==> src/rtl/priority_irq_pkg.sv <==
// Shared definitions for the priority interrupt encoder: default sizing and
// the FSM state encoding used by the top level.
package priority_irq_pkg;

  // Default number of request lines and the matching index width.
  localparam int unsigned N_DEFAULT = 8;
  localparam int unsigned W_DEFAULT = $clog2(N_DEFAULT);

  // Two-state presentation FSM: waiting for a request, or holding one.
  typedef enum logic {
    ST_IDLE    = 1'b0,
    ST_PRESENT = 1'b1
  } state_e;

endpackage

==> src/rtl/priority_irq_encoder_prio_find.sv <==
// Combinational highest-index finder: reports the position of the most
// significant set bit of req and whether any bit is set at all.
module prio_find #(
  parameter int N = priority_irq_pkg::N_DEFAULT,
  parameter int W = $clog2(N)
) (
  input  logic [N-1:0] req,
  output logic [W-1:0] index,
  output logic         found
);

  // Ascending scan so the last hit (highest index) is the one that sticks.
  always_comb begin
    index = '0;
    found = 1'b0;
    for (int i = 0; i < N; i++) begin
      if (req[i]) begin
        index = W'(i);
        found = 1'b1;
      end
    end
  end

endmodule

==> src/rtl/priority_irq_encoder.sv <==
// Priority interrupt encoder. Active-low request lines are edge detected
// (high-to-low) into a pending register, filtered by a mask, and the highest
// unmasked pending index is presented to a consumer, held until acknowledged.
module priority_irq_encoder
  import priority_irq_pkg::*;
#(
  parameter int N = N_DEFAULT,
  parameter int W = $clog2(N)
) (
  input  logic         iClk,
  input  logic         iRst,
  input  logic [N-1:0] iData,
  input  logic         iEI,
  input  logic         iMaskWe,
  input  logic [N-1:0] iMask,
  input  logic         iAck,
  output logic [W-1:0] oData,
  output logic         oValid,
  output logic         oEO
);

  state_e         state_q, state_d;
  logic [N-1:0]   prev_q, prev_d;
  logic [N-1:0]   pending_q, pending_d;
  logic [N-1:0]   mask_q, mask_d;
  logic [W-1:0]   data_q, data_d;
  logic           valid_q, valid_d;
  logic           eo_q, eo_d;

  logic [N-1:0]   fall;
  logic [N-1:0]   sel_req;
  logic [N-1:0]   ack_clr;
  logic [W-1:0]   sel_index;
  logic           sel_found;
  logic           next_sel_any;

  // Selection works on the registered pending/mask so a new edge takes one
  // extra cycle to reach the output.
  assign sel_req = pending_q & ~mask_q;

  prio_find #(
    .N (N),
    .W (W)
  ) u_prio_find (
    .req   (sel_req),
    .index (sel_index),
    .found (sel_found)
  );

  // Request capture: falling edges set pending, an ack clears only the
  // presented line, and a same-edge fall on that line keeps it set.
  always_comb begin
    fall    = prev_q & ~iData;
    prev_d  = iData;
    mask_d  = iMaskWe ? iMask : mask_q;
    ack_clr = '0;
    if (state_q == ST_PRESENT && iAck) begin
      ack_clr = {{(N-1){1'b0}}, 1'b1} << data_q;
    end
    pending_d    = (pending_q & ~ack_clr) | fall;
    next_sel_any = |(pending_d & ~mask_d);
  end

  // Presentation FSM plus the registered idle/enable status output.
  always_comb begin
    state_d = state_q;
    data_d  = data_q;
    valid_d = valid_q;
    case (state_q)
      ST_IDLE: begin
        if (!iEI && sel_found) begin
          state_d = ST_PRESENT;
          data_d  = sel_index;
          valid_d = 1'b1;
        end
      end
      ST_PRESENT: begin
        // Index stays frozen regardless of enable, mask or new edges.
        if (iAck) begin
          state_d = ST_IDLE;
          valid_d = 1'b0;
        end
      end
      default: begin
        state_d = ST_IDLE;
        valid_d = 1'b0;
      end
    endcase
    // Enabled and idle with nothing left to offer after this edge.
    eo_d = !((state_d == ST_IDLE) && !iEI && !next_sel_any);
  end

  // State registers; reset is asynchronous and overrides any presentation.
  always_ff @(posedge iClk or posedge iRst) begin
    if (iRst) begin
      state_q   <= ST_IDLE;
      prev_q    <= '1;
      pending_q <= '0;
      mask_q    <= '0;
      data_q    <= '0;
      valid_q   <= 1'b0;
      eo_q      <= 1'b1;
    end else begin
      state_q   <= state_d;
      prev_q    <= prev_d;
      pending_q <= pending_d;
      mask_q    <= mask_d;
      data_q    <= data_d;
      valid_q   <= valid_d;
      eo_q      <= eo_d;
    end
  end

  assign oData  = data_q;
  assign oValid = valid_q;
  assign oEO    = eo_q;

endmodule

==> config.mk <==
export PLATFORM = sky130hd
export DESIGN_NAME = priority_irq_encoder
export DESIGN_NICKNAME = d
export VERILOG_FILES = /design/src/rtl/priority_irq_pkg.sv /design/src/rtl/priority_irq_encoder_prio_find.sv /design/src/rtl/priority_irq_encoder.sv
export SDC_FILE = /design/constraint.sdc
export NUM_CORES = 1
export LEC_CHECK = 0
export BUFFER_PORTS_ARGS = -buffer_cell sky130_fd_sc_hd__buf_2
export CAP_MARGIN = 10
export CORE_MARGIN = 2
export CORE_UTILIZATION = 31
export CTS_CLUSTER_SIZE = 16
export DETAILED_ROUTE_END_ITERATION = 10
export SYNTH_ARGS = -nofsm -noshare
export SYNTH_HDL_FRONTEND = slang
export SYNTH_SLANG_ARGS = --single-unit
==> constraint.sdc <==
create_clock -name iClk -period 4.1 [get_ports iClk]
set_clock_uncertainty 0.05 [all_clocks]
set_input_delay 0.82 -clock iClk [delete_from_list [all_inputs] [get_ports iClk]]
set_output_delay 0.82 -clock iClk [all_outputs]
set_load 0.03 [all_outputs]
==> reports/metrics.cfg, run 1 <==
[status]
status=finished, final reports clean

[final_layout]
fillers=420
post-route-util=0.400
design_area_um2=1610
syn2layout_area_growth_pct=23.5
fin_nets=169
drive_above_1_share=0.396
antenna_cells=0

[global_routing]
globalRoute.totalOverflow=0
antenna_found_initial=0
grt_max_degree=31
grt_pass1_wl_um=4660
grt_pass1_vias=1020
grt.total_usage=0.142

[critical_path]
crit_required_ns=3.23
crit_path_max_fanout=8
timing.rr.end=oData[0]
crit_buf_inv=1
cp-end-kind=output pin
worstPathArrival_ns=1.04
cp_cell_sequence=buf_2
r2r_cells=5
r2r-start=pending_q[2]
worst_path_max_delay_cell=dfrtp_1
startpoint_type=register
rrSetupSlack_ns=2.29
max_stage_delay_ns=0.50
crit_type=reg2out
path_delay_family=flip-flops

[sta]
tightest_slew_ns=0.637
layout_setup_ws_ns=2.19
hold_viol=0
rsz0062_at_grt=false
finalMaxSlewViolations=0
fmax_mhz=524
timing.final.crit_period_ns=1.91
setup_viol=0
post-route-period-util=0.465
setup-tns-final_ns=0
slew_headroom=0.575

[min_path]
hp-class=reg2reg
hold_depth=2
hold_path_end=oValid
hp-start=oValid

[synth]
ys.flop_type=dfrtp_1
synth.most_common_cell=dfrtp_1
yosys_warnings=0
yosysTopAreaCell=dfrtp_1
synth_area_leaders=dfrtp_1, dfstp_2, mux2_2
synth_commonest_cells=dfrtp_1, nand2_1, a21oi_1, inv_1, dfstp_2
synth_top_cell_area_share=0.403
async_flop_share=1.00
ys_ff_latch=30
synth_edf_count=0
syn_inst=116
ys_seq_area_frac=0.584
avgSynthCellArea_um2=11.2
syn_nets=137
syn_area_um2=1300
synth.distinct_cells=32

[routing]
vias_per_cell=4.92
drc=0
wl_per_cell_um=14.3
vias=980
drtIter0Drc=32
ant_nets=0
drt-pass1-iter-count=4
wl_um=2840

[power_and_ir_drop]
internal_power_uw=586
combPwrFrac=0.207
pwr-share-seq=0.447
clock_power_share=0.346
p_sw_frac=0.306
finalPower_uw=844
ir_drop_v=0.000250
p_per_area_nw_per_um2=524
switching_power_uw=258
p_leak_uw=0.000705

[clock_tree]
numCtsBuffers=5
cts_tree=built
post_cts.repair.setup_buffers=0
clk_pin_slew_ns=0.06
clockBufferDepth=2
clk_latency_ns=0.29
cts_root_buffer=clkbuf_8
clock-sinks=30
ctsResizeCount=0
ctsHtreeMaxLevel=2
ctsHoldBuffers=0

[placement]
routabilityCongestion=0.823
dp_hpwl_um=2160
numPortBuffers=25
placed_area_um2=1490
pre_cts_slack_ns=2.03

[die]
dieArea_um2=4740
start_util=0.324
die_w_um=68.9
num_io_pins=26
die_height_um=68.9
rows=23
core_um2=4030

[flow_run]
maxCapViolCount=0

-- worst max-delay path by stage --
| stage | endpoint | from | slack (ns) | depth (start not counted) |
|---|---|---|---|---|
| after floorplan | oEO | iMaskWe | 2.35 | 5 |
| after CTS | oData[2] | oData[2] | 2.17 | 1 |
| after global routing | oData[2] | oData[2] | 2.13 | 1 |
| after global placement | oEO | iAck | 2.05 | 6 |
| after detailed placement | oEO | iAck | 2.03 | 6 |
| final | oData[2] | oData[2] | 2.19 | 1 |
-- power by group through the flow --
stage	Clock (µW)	Combinational [µW]	Sequential, µW
2_1_floorplan	0	102	395
3_3_place_gp	0	171	380
3_5_place_dp	0	174	383
4_1_cts	301	175	378
5_1_grt	313	194	383
6_report	292	175	377
-- sequential cells by signal, summed over array words and instances (netlist names) --
register and cells:
oValid 1, oEO 1, mask_q 8, prev_q 8
state_q 1, pending_q 8, oData 3
-- per-stage QoR --
step	cells	hold slack (ns)
floorplan	116	0.428
global placement	190	0.441
detailed placement	190	0.417
CTS	198	0.433
global route	199	0.460
finish	199	0.438
-- metal layers --
metal / GRT usage / vias up / routed length (µm)
li1: - / 464 / -
met3: 0.0438 / 4 / 160
met1: 0.173 / 487 / 1240
met2: 0.224 / 25 / 1390
met5: 0 / - / 0
met4: 0.0809 / 0 / 53
-- cells by family (layout without fill, tap and decap cells) --
family / count (synthesis) / count (layout) / synth area share
AO/OA/AOI/OAI: 27 / 27 / 0.148
AND/OR/NAND/NOR: 37 / 37 / 0.153
buffers and inverters: 13 / 46 / 0.0384
flip-flops: 30 / 30 / 0.584
multiplexers: 9 / 9 / 0.0768
-- layout by cell type, fill, tap and decap left out, types with 2 or more instances in the layout --
master	count
dfrtp_1	21
inv_1	11
buf_2	25
clkbuf_8	5
o21ai_0	5
dfstp_2	9
clkinv_2	2
a21oi_1	11
nand2b_1	6
nor2_1	4
nand2_1	13
a221oi_2	2
nor2b_1	6
mux2_2	7
-- cell type report --
| cell class | count | area (µm²) | share of cell area |
|---|---|---|---|
| well taps | 50 | 62.6 | 0.0389 |
| inverters | 12 | 45.0 | 0.0280 |
| clock buffers | 5 | 68.8 | 0.0427 |
| multi-input cells | 73 | 492 | 0.305 |
| repair buffers | 26 | 140 | 0.0870 |
| clock inverters | 3 | 40.0 | 0.0249 |
| flip-flops and latches | 30 | 762 | 0.473 |
Note: power is estimated with default switching activity, not from simulation.
==> run 2, diff against run 1 <==
==> constraint.sdc (replaced) <==
create_clock -name iClk -period 1.5 [get_ports iClk]
set_clock_uncertainty 0.05 [all_clocks]
set_input_delay 0.3 -clock iClk [delete_from_list [all_inputs] [get_ports iClk]]
set_output_delay 0.3 -clock iClk [all_outputs]
set_load 0.03 [all_outputs]
==> run 2 against run 1 <==
The run now ends with negative setup slack left. Via count rose by 4.7%. Register-to-register slack got worse by 2.3 ns. Global-route usage grew 1.5 points. Wire length increased by 7.5%. Sequential power rose to 2.8 times the previous value. First-iteration DRC count shrank 19%. Non-clock buffer count is 19 higher. Combinational power grew to 3.9 times the previous value. Design area grew 13%. Sequential share of layout area down 5.0 points. Critical path type is now reg2reg. Largest power group unchanged.
==> reports/metrics.cfg, run 2 (synthesis gave the netlist of run 1 again) <==
[status]
status=finished with violations
violations=negative setup slack

[die]
die_w_um=68.9  ; unchanged
rows=23  ; unchanged
num_io_pins=26  ; unchanged
die_height_um=68.9  ; unchanged
core_um2=4030  ; unchanged
dieArea_um2=4740  ; unchanged
start_util=0.324  ; unchanged

[routing]
drt-pass1-iter-count=4  ; unchanged
vias=1026  ; +4.7%
drtIter0Drc=26  ; -19%
vias_per_cell=4.71  ; -4.4%
wl_per_cell_um=14.0  ; -1.9%
drc=0  ; unchanged
ant_nets=0  ; unchanged
wl_um=3050  ; +7.5%

[clock_tree]
cts_tree=built
numCtsBuffers=5  ; unchanged
clk_latency_ns=0.29  ; about the same
clock-sinks=30  ; unchanged
ctsHtreeMaxLevel=2  ; unchanged
clk_pin_slew_ns=0.06  ; about the same
clockBufferDepth=2  ; unchanged
cts_root_buffer=clkbuf_8

[sta]
finalMaxSlewViolations=0  ; unchanged
slew_headroom=0.746  ; +0.171
holdWs_ns=0.0205  ; -0.417 ns
post-route-period-util=1.03
tightest_slew_ns=0.382  ; -0.256 ns
timing.final.crit_period_ns=1.55
setup_viol=1  ; +1
rsz0062_at_grt=true
hold_viol=0  ; unchanged
fmax_mhz=647
layout_setup_ws_ns=-0.0464  ; -2.24 ns

[power_and_ir_drop]
finalPower_uw=2340  ; +180%
combPwrFrac=0.291  ; +0.084
p_leak_uw=0.000825  ; +17%
p_per_area_nw_per_um2=1290  ; +150%
internal_power_uw=1590  ; +170%
ir_drop_v=0.000564  ; +130%
clock_power_share=0.264  ; -0.082
switching_power_uw=752  ; +190%
pwr-share-seq=0.445  ; -0.002
p_sw_frac=0.321  ; +0.0158

[final_layout]
post-route-util=0.450  ; +0.0506
drive_above_1_share=0.536  ; +0.140
design_area_um2=1810  ; +13%
antenna_cells=0  ; unchanged
top_regs=mask_q (8), pending_q (8), prev_q (8)
syn2layout_area_growth_pct=39.2
fillers=396  ; -5.7%
fin_nets=188  ; +11%
layout_common_cells=buf_2, buf_4, dfrtp_1
final_common_cell=buf_2

[critical_path]
worstPathArrival_ns=1.70  ; +0.66 ns
crit_type=reg2reg
startpoint_type=register
crit_path_max_fanout=7  ; -1
crit_required_ns=1.65  ; -1.58 ns
cp-end-kind=register

[global_routing]
top_usage_layer=met2
grt_pass1_wl_um=5250  ; +13%
met2_usage=0.261  ; +0.0373
grt.total_usage=0.157  ; +0.0146
globalRoute.totalOverflow=0  ; unchanged
grt_max_degree=31  ; unchanged
met1_usage=0.182  ; +0.00888
grt_pass1_vias=1132  ; +11%
antenna_found_initial=0  ; unchanged
met3_usage=0.0536  ; +0.00974

[placement]
numPortBuffers=25  ; unchanged
dp_hpwl_um=2240  ; +3.5%
routabilityCongestion=0.825  ; +0.33%
placed_area_um2=1630  ; +9.8%

[flow_run]
maxCapViolCount=0  ; unchanged

[min_path]
hp-class=in2async

-- run 2: changes by cell type in the layout (fill, tap and decap cells not counted), moves of 3 or more --
cell      delta
buf_4       +19
a21oi_1      -3
clkbuf_1     +3
dfrtp_1      -4
a21oi_2      +3
nor2b_1      -3
dfrtp_2      +4
-- run 2: worst max-delay path: stages (launching register included) --
cell and delay [ns]:
dfrtp_2 0.42, inv_2 0.07, o41ai_4 0.36, a21oi_2 0.10
nor4_2 0.31, nand4_1 0.14
-- run 2: layer usage --
layer  wire length [µm]  part of all wire
met1               1340              0.44
met2               1520              0.50
met3                139             0.046
met4                 59             0.019
met5                  0                 0
-- run 2: worst paths after layout --
kind                           from         to  slack, ns  cells past startpoint
max in group asynchronous      iRst  prev_q[7]       1.06                      3
hold / removal                 iRst  mask_q[5]       0.02                      3
min in group iClk          iData[5]  prev_q[5]       0.07                      1
setup reg to reg           oData[1]        oEO      -0.05                      5
hold reg to reg              oValid     oValid       0.43                      2
setup / recovery           oData[1]        oEO      -0.05                      5
-- run 2: metrics by stage --
step	TNS (ns)	worst slack, ns	cells
after floorplan	-0.00409	-0.00409	116
after global placement	-0.158	-0.158	206
after detailed placement	-0.267	-0.190	206
after CTS	-0.0870	-0.0734	217
after global routing	-0.297	-0.135	218
final	-0.0464	-0.0464	218
-- run 2: area by class of cell --
class / instances / area, µm² / share of cell area
Sequential cell: 30 / 767 / 0.423
Multi-Input combinational cell: 73 / 578 / 0.319
Timing Repair Buffer: 45 / 282 / 0.155
Clock buffer: 8 / 80.1 / 0.0441
Tap cell: 50 / 62.6 / 0.0345
Inverter: 12 / 45.0 / 0.0248
-- run 2: what timing repair did --
action / CTS / global route
gates cloned: 0 / 0
pin swaps: 2 / 2
setup buffers: 3 / 1
hold buffers: 0 / 0
gates resized for setup: 10 / 6
endpoints found under the setup margin: 4 / 5
-- run 2: power by group through the flow --
stage          Sequential (µW)  Clock, µW  Combinational [µW]
2_1_floorplan             1090          0                 294
3_3_place_gp              1030          0                 600
3_5_place_dp              1040          0                 610
4_1_cts                   1040        629                 663
5_1_grt                   1060        675                 744
6_report                  1040        617                 681
